===== src/rtl/aes_stream_pkg.sv =====
// Shared types and constants for the AES word-stream adapter.
package aes_stream_pkg;

    localparam int WORDS_PER_BLOCK = 4;
    localparam int BLOCK_W         = 128;
    localparam int WORD_BITS       = BLOCK_W / WORDS_PER_BLOCK;
    localparam int DEFAULT_TIMEOUT = 255;

    typedef enum logic [2:0] {
        ST_COLLECT    = 3'd0,
        ST_TRIG       = 3'd1,
        ST_WAIT_START = 3'd2,
        ST_WAIT_DONE  = 3'd3,
        ST_EMIT       = 3'd4
    } state_t;

    // Word idx of a 128-bit block; word 0 is the most significant.
    function automatic logic [WORD_BITS-1:0] block_word(input logic [BLOCK_W-1:0] blk,
                                                        input logic [1:0]         idx);
        logic [WORD_BITS-1:0] w;
        case (idx)
            2'd0:    w = blk[127:96];
            2'd1:    w = blk[95:64];
            2'd2:    w = blk[63:32];
            default: w = blk[31:0];
        endcase
        return w;
    endfunction

endpackage


===== src/rtl/aes_stream_adapter_if.sv =====
// Plaintext input stream and ciphertext output stream of the adapter.
// Handshake: a word transfers on a rising clk edge where valid && ready are
// both 1; once valid is raised, the source holds valid and data unchanged
// until that transfer, and ready may depend on nothing but sink state.
interface aes_stream_adapter_if #(
    parameter int WORD_W = 32
);
    logic              in_valid;
    logic              in_ready;
    logic [WORD_W-1:0] in_data;
    logic              out_valid;
    logic              out_ready;
    logic [WORD_W-1:0] out_data;

    // Stream producer/consumer side (testbench or upstream logic).
    modport master (
        output in_valid, in_data, out_ready,
        input  in_ready, out_valid, out_data
    );

    // Adapter side.
    modport slave (
        input  in_valid, in_data, out_ready,
        output in_ready, out_valid, out_data
    );
endinterface


===== src/rtl/aes_word_serializer.sv =====
// Holds one 128-bit result and emits it as four words, MSW first.
module aes_word_serializer
    import aes_stream_pkg::*;
(
    input  logic                 clk,
    input  logic                 reset,
    input  logic                 load,
    input  logic [BLOCK_W-1:0]   load_data,
    input  logic                 en,
    input  logic                 ready,
    output logic                 valid,
    output logic [WORD_BITS-1:0] data,
    output logic                 done
);
    logic [BLOCK_W-1:0] res_q;
    logic [1:0]         cnt_q;

    // Result register, written only on the capture edge.
    always_ff @(posedge clk) begin
        if (reset) res_q <= '0;
        else if (load) res_q <= load_data;
    end

    // Word pointer advances per accepted word and wraps after word 3.
    always_ff @(posedge clk) begin
        if (reset) cnt_q <= '0;
        else if (valid && ready) cnt_q <= cnt_q + 2'd1;
    end

    // Data is a pure function of registers, so it holds while stalled.
    assign valid = en;
    assign data  = block_word(res_q, cnt_q);
    assign done  = valid && ready && (cnt_q == 2'd3);

endmodule


===== src/rtl/aes_stream_adapter.sv =====
// Word-stream front/back end for the AES core: collects a plaintext block,
// pulses the core start, watches busy with a per-phase watchdog, then
// returns the ciphertext word by word.
module aes_stream_adapter
    import aes_stream_pkg::*;
#(
    parameter int WORD_W  = 32,
    parameter int TIMEOUT = DEFAULT_TIMEOUT
) (
    input  logic                 clk,
    input  logic                 reset,
    aes_stream_adapter_if.slave  sif,
    input  logic                 key_wr,
    input  logic [1:0]           key_addr,
    input  logic [WORD_W-1:0]    key_wdata,
    output logic                 err,
    input  logic                 err_clr,
    output logic                 sample_trig_top,
    output logic [BLOCK_W-1:0]   TOP_DATA,
    output logic [BLOCK_W-1:0]   TOP_key,
    input  logic [BLOCK_W-1:0]   data_out_TOP,
    input  logic                 busy_TOP,
    output state_t               state_dbg
);
    localparam int              WD_W   = $clog2(TIMEOUT + 1);
    localparam logic [WD_W-1:0] WD_TOP = WD_W'(TIMEOUT);

    state_t            state_q, state_n;
    logic [1:0]        in_cnt_q;
    logic [WORD_W-1:0] blk_q [WORDS_PER_BLOCK];
    logic [WORD_W-1:0] key_q [WORDS_PER_BLOCK];
    logic [WD_W-1:0]   wd_q;
    logic [WD_W-1:0]   wd_plus;
    logic              wd_hit;
    logic              err_q;

    logic              in_ready_c;
    logic              trig_c;
    logic              in_fire;
    logic              wd_clr;
    logic              wd_inc;
    logic              err_set;
    logic              capture;
    logic              ser_en;
    logic              ser_valid;
    logic              ser_done;
    logic [WORD_W-1:0] ser_data;

    assign in_fire = sif.in_valid && in_ready_c;
    assign wd_plus = wd_q + 1'b1;
    assign wd_hit  = (wd_plus == WD_TOP);

    // State register.
    always_ff @(posedge clk) begin
        if (reset) state_q <= ST_COLLECT;
        else       state_q <= state_n;
    end

    // Next state and per-state controls.
    always_comb begin
        state_n    = state_q;
        in_ready_c = 1'b0;
        trig_c     = 1'b0;
        wd_clr     = 1'b0;
        wd_inc     = 1'b0;
        err_set    = 1'b0;
        capture    = 1'b0;
        ser_en     = 1'b0;
        case (state_q)
            ST_COLLECT: begin
                in_ready_c = 1'b1;
                if (sif.in_valid && in_cnt_q == 2'd3) state_n = ST_TRIG;
            end
            ST_TRIG: begin
                trig_c  = 1'b1;
                wd_clr  = 1'b1;
                state_n = ST_WAIT_START;
            end
            ST_WAIT_START: begin
                if (busy_TOP) begin
                    wd_clr  = 1'b1;
                    state_n = ST_WAIT_DONE;
                end else if (wd_hit) begin
                    err_set = 1'b1;
                    state_n = ST_COLLECT;
                end else begin
                    wd_inc = 1'b1;
                end
            end
            ST_WAIT_DONE: begin
                if (!busy_TOP) begin
                    capture = 1'b1;
                    state_n = ST_EMIT;
                end else if (wd_hit) begin
                    err_set = 1'b1;
                    state_n = ST_COLLECT;
                end else begin
                    wd_inc = 1'b1;
                end
            end
            ST_EMIT: begin
                ser_en = 1'b1;
                if (ser_done) state_n = ST_COLLECT;
            end
            default: state_n = ST_COLLECT;
        endcase
    end

    // Plaintext word counter and block register; only written while collecting.
    always_ff @(posedge clk) begin
        if (reset) begin
            in_cnt_q <= '0;
            for (int i = 0; i < WORDS_PER_BLOCK; i++) blk_q[i] <= '0;
        end else if (in_fire) begin
            blk_q[in_cnt_q] <= sif.in_data;
            in_cnt_q        <= in_cnt_q + 2'd1;
        end
    end

    // Key register; writes outside COLLECT are dropped so the core sees a stable key.
    always_ff @(posedge clk) begin
        if (reset) begin
            for (int i = 0; i < WORDS_PER_BLOCK; i++) key_q[i] <= '0;
        end else if (key_wr && state_q == ST_COLLECT) begin
            key_q[key_addr] <= key_wdata;
        end
    end

    // Saturating watchdog shared by both wait phases.
    always_ff @(posedge clk) begin
        if (reset)                          wd_q <= '0;
        else if (wd_clr)                    wd_q <= '0;
        else if (wd_inc && wd_q != WD_TOP)  wd_q <= wd_plus;
    end

    // Sticky error; a timeout in the same cycle wins over a clear.
    always_ff @(posedge clk) begin
        if (reset)        err_q <= 1'b0;
        else if (err_set) err_q <= 1'b1;
        else if (err_clr) err_q <= 1'b0;
    end

    aes_word_serializer u_ser (
        .clk       (clk),
        .reset     (reset),
        .load      (capture),
        .load_data (data_out_TOP),
        .en        (ser_en),
        .ready     (sif.out_ready),
        .valid     (ser_valid),
        .data      (ser_data),
        .done      (ser_done)
    );

    assign sif.in_ready    = in_ready_c;
    assign sif.out_valid   = ser_valid;
    assign sif.out_data    = ser_data;
    assign sample_trig_top = trig_c;
    assign TOP_DATA        = {blk_q[0], blk_q[1], blk_q[2], blk_q[3]};
    assign TOP_key         = {key_q[0], key_q[1], key_q[2], key_q[3]};
    assign err             = err_q;
    assign state_dbg       = state_q;

endmodule


===== src/flat_wrapper.sv =====
// flat-port wrapper written by rule: the top's interface ports become plain ports
module aes_stream_adapter_flat import aes_stream_pkg::*;
#(
    parameter int WORD_W  = 32,
    parameter int TIMEOUT = DEFAULT_TIMEOUT
)
  (clk, reset, key_wr, key_addr, key_wdata, err, err_clr, sample_trig_top, TOP_DATA, TOP_key, data_out_TOP, busy_TOP, state_dbg, sif_in_valid, sif_in_data, sif_out_ready, sif_in_ready, sif_out_valid, sif_out_data);
  aes_stream_adapter_if #(.WORD_W(WORD_W)) sif_i ();
  input  logic clk;
  input  logic reset;
  input  logic key_wr;
  input  logic [1:0] key_addr;
  input  logic [WORD_W-1:0] key_wdata;
  output logic err;
  input  logic err_clr;
  output logic sample_trig_top;
  output logic [BLOCK_W-1:0] TOP_DATA;
  output logic [BLOCK_W-1:0] TOP_key;
  input  logic [BLOCK_W-1:0] data_out_TOP;
  input  logic busy_TOP;
  output state_t state_dbg;
  input wire logic [$bits(sif_i.in_valid)-1:0] sif_in_valid;
  input wire logic [$bits(sif_i.in_data)-1:0] sif_in_data;
  input wire logic [$bits(sif_i.out_ready)-1:0] sif_out_ready;
  output wire logic [$bits(sif_i.in_ready)-1:0] sif_in_ready;
  output wire logic [$bits(sif_i.out_valid)-1:0] sif_out_valid;
  output wire logic [$bits(sif_i.out_data)-1:0] sif_out_data;
  assign sif_i.in_valid = sif_in_valid;
  assign sif_i.in_data = sif_in_data;
  assign sif_i.out_ready = sif_out_ready;
  assign sif_in_ready = sif_i.in_ready;
  assign sif_out_valid = sif_i.out_valid;
  assign sif_out_data = sif_i.out_data;
  aes_stream_adapter #(.WORD_W(WORD_W), .TIMEOUT(TIMEOUT)) u_core (.clk(clk), .reset(reset), .sif(sif_i), .key_wr(key_wr), .key_addr(key_addr), .key_wdata(key_wdata), .err(err), .err_clr(err_clr), .sample_trig_top(sample_trig_top), .TOP_DATA(TOP_DATA), .TOP_key(TOP_key), .data_out_TOP(data_out_TOP), .busy_TOP(busy_TOP), .state_dbg(state_dbg));
endmodule

===== config.mk =====
export PLATFORM = sky130hd
export DESIGN_NAME = aes_stream_adapter_flat
export DESIGN_NICKNAME = d
export VERILOG_FILES = /design/src/rtl/aes_stream_pkg.sv /design/src/rtl/aes_stream_adapter_if.sv /design/src/rtl/aes_word_serializer.sv /design/src/rtl/aes_stream_adapter.sv /design/src/flat_wrapper.sv
export SDC_FILE = /design/constraint.sdc
export NUM_CORES = 1
export LEC_CHECK = 0
export ABC_AREA = 1
export BUFFER_PORTS_ARGS = -buffer_cell sky130_fd_sc_hd__buf_2
export CORE_MARGIN = 2
export CORE_UTILIZATION = 43
export CTS_CLUSTER_SIZE = 14
export DETAILED_ROUTE_END_ITERATION = 6
export PLACE_DENSITY = 0.71
export SYNTH_ARGS = -nofsm -noshare
export SYNTH_HDL_FRONTEND = slang
export SYNTH_SLANG_ARGS = --single-unit

===== constraint.sdc =====
create_clock -name clk -period 3.35 [get_ports clk]
set_input_delay 0.5025 -clock clk [delete_from_list [all_inputs] [get_ports clk]]
set_output_delay 0.5025 -clock clk [all_outputs]
set_load 0.005 [all_outputs]

==> qor.txt <==
Final WS setup: 0.5112 ns
Fin util: 0.5551
Data required time at the worst endpoint: 2.85 ns
Area grow syn2layout: 27.64%
Yosys top cell area share: 0.4993
WL/cell: 18.04 um
Worst-skew pair later-pin latency: 0.54 ns
# rows: 69
Post-synth net total: 1688
Pre-antenna DRT Iters: 5
DR vias: 12266
Status: complete, no violations
Reg2Reg Launch Point: u_core.state_dbg[2]
Switch share: 0.2494
Final min period: 2.839 ns
Tcrit/Tclk final: 0.8474
Number of synthesized register bits: 400
Combinational share of power: 0.124
Cell Count Post-Placement: 2370
Synthesized area: 0.01539 mm^2
Max-slew violation count: 0
DRT iter0 DRCs: 732
Post-CTS Setup Repair Bufs: 0
Switching power: 0.002990 W
Final setup vio count: 0
Worst Path Arrival: 2.34 ns
Yosys top cell by area: edfxtp_1
Static leakage: 8.673 nW
FMAX: 352.3 MHz
Hold Violations, Final: 0
DIE AREA: 0.03733 mm^2
Final Non-Filler Cells: 2450
Htree depth: 2
Clk sinks: 400
Fin nets: 2161
Die span in y: 193.2 um
Ys async rst share: 0
Number of distinct library cells after synthesis: 29
Post_cts resized: 0
Most numerous cell in the Yosys netlist: nor2_1
Post-synth top cells: nor2_1 (495), edfxtp_1 (256), o21ai_0 (166)
Share of layout cells above drive strength 1: 0.3086
Final WL: 44210 um
Rel. slew slack: 0.3199
Pwr per Cell Area: 610.1 mW/mm^2
Hold buffers post-CTS: 0
Main synth FF type: edfxtp_1
Vias in the first global route: 11934
CP Max Fanout: 32
Worst reg2reg setup slack: 0.75 ns
Initial antenna violation count: 14
Hold Startpoint: data_out_TOP[20]
Starting Density: 0.4349
Gr usage total: 0.2308
Kind of capture point of the worst setup path: output pin
Synth Instances: 1479
Port Buffers: 495
Routed vias/inst: 5.007
Int Pwr: 0.008999 W
HPWL after DPL: 31040 um
HP Class: input port to flip-flop
Warnings from Yosys: 0
GP Congestion: 0.8356
Max-cap violations: 0
Seq pwr share: 0.500
WS Path Type: flip-flop to output pin
CTS Buf Count: 41
Peak supply drop: 0.0004427 V
Io pins: 496
Largest net degree at the start of global routing: 124
Clock Tree Buf Depth: 3
Dpl ws: 0.6917 ns
DRC: 0
RSZ-0062 raised after global routing: false
Clock transition at path regs: 0.06 ns
Detail Route Antenna Nets: 0
CTS tree: done
Core ar.: 0.03540 mm^2
Skew final: 0.01355 ns
Mean Syn Cell Area: 10.41 um^2
Worst-Margin Slew: 1.020 ns
Worst Setup Start Kind: flip-flop
Sequential share of the synthesized area: 0.6866
Root buffer cell: clkbuf_16
EDFF count, synth: 256
Global-route wire length before repair: 68010 um
Clk network pwr share: 0.376
Synth area leaders: edfxtp_1 (50%), dfxtp_1 (19%), nor2_1 (12%)
Fin Setup TNS: 0 ns
GRT Residual Overflow: 0
DIE WIDTH: 193.2 um
Setup crit start: u_core.u_ser.cnt_q[0]
==> metrics by stage <==
step / area (um^2) / hold WS [ns] / power (W)
global route: 19650 / 0.2128 / 0.01246
detailed placement: 18300 / 0.4588 / 0.007595
floorplan: 15400 / 0.4549 / 0.006774
global placement: 18300 / 0.4580 / 0.007547
CTS: 19630 / 0.1855 / 0.01209
finish: 19650 / 0.2115 / 0.01199
==> final cells by class <==
cell class / instances / area (um^2)
diodes: 9 / 22.52
clock buffers: 49 / 1107
clock inverters: 22 / 222.7
fillers: 3120 / 15750
inverters: 96 / 364.1
multi-input cells: 894 / 4066
flip-flops and latches: 400 / 10570
well taps: 461 / 576.8
repair buffers: 519 / 2720
==> flip-flops by register name, summed over array words and instances (netlist names) <==
register and cells:
u_core.blk_q 128, u_core.err 1, u_core.in_cnt_q 2, u_core.key_q 128
u_core.state_dbg 3, u_core.u_ser.cnt_q 2, u_core.u_ser.res_q 128, u_core.wd_q 8
==> layer usage <==
| layer | global-route usage | part of all wire | vias up |
|---|---|---|---|
| met3 | 0.06172 | 0.090 | 102 |
| li1 | - | - | 5873 |
| met2 | 0.3817 | 0.48 | 608 |
| met5 | 0 | 0.00093 | - |
| met1 | 0.2886 | 0.39 | 5675 |
| met4 | 0.09273 | 0.036 | 8 |
==> cell families after synthesis <==
family,count (synthesis),synth area share
fa+ha+maj,8,0.006502
compound gates,247,0.08965
simple gates,639,0.1662
buf+inv,185,0.05104
flops,400,0.6866
==> power by group through the flow <==
stage	logic, W	registers [W]	clock network, W
global route	0.00164	0.00604	0.00478
finish	0.00148	0.00600	0.00451
CTS	0.00150	0.00600	0.00459
detailed placement	0.00149	0.00610	0
floorplan	0.000662	0.00611	0
global placement	0.00146	0.00609	0
==> cells in the final DEF (no fill, tap or decap), drive strengths merged, types with 11 or more instances in the layout <==
cell type,Yosys,layout
buf,35,519
nor2,503,503
edfxtp,256,256
o21ai,168,168
dfxtp,144,144
inv,96,95
nand2,85,85
clkbuf,54,49
a21oi,43,43
nor3,35,35
a22o,32,32
clkinv,0,18
nand3,11,11
==> final timing paths <==
path | endpoint | depth (start not counted)
worst min register to register | u_core.err | 2
worst max-delay path | sif_out_data[19] | 7
worst max register to register | u_core.blk_q[2][31] | 10
worst min-delay path | u_core.u_ser.res_q[20] | 3
==> critical path: stages (launching register included) <==
cell     delay [ns]
dfxtp_1        0.38
inv_1          0.10
ha_1           0.20
buf_4          0.26
a22o_1         0.29
a21oi_1        0.22
o21ai_0        0.18
buf_2          0.16
Note: power is estimated with default switching activity, not from simulation.
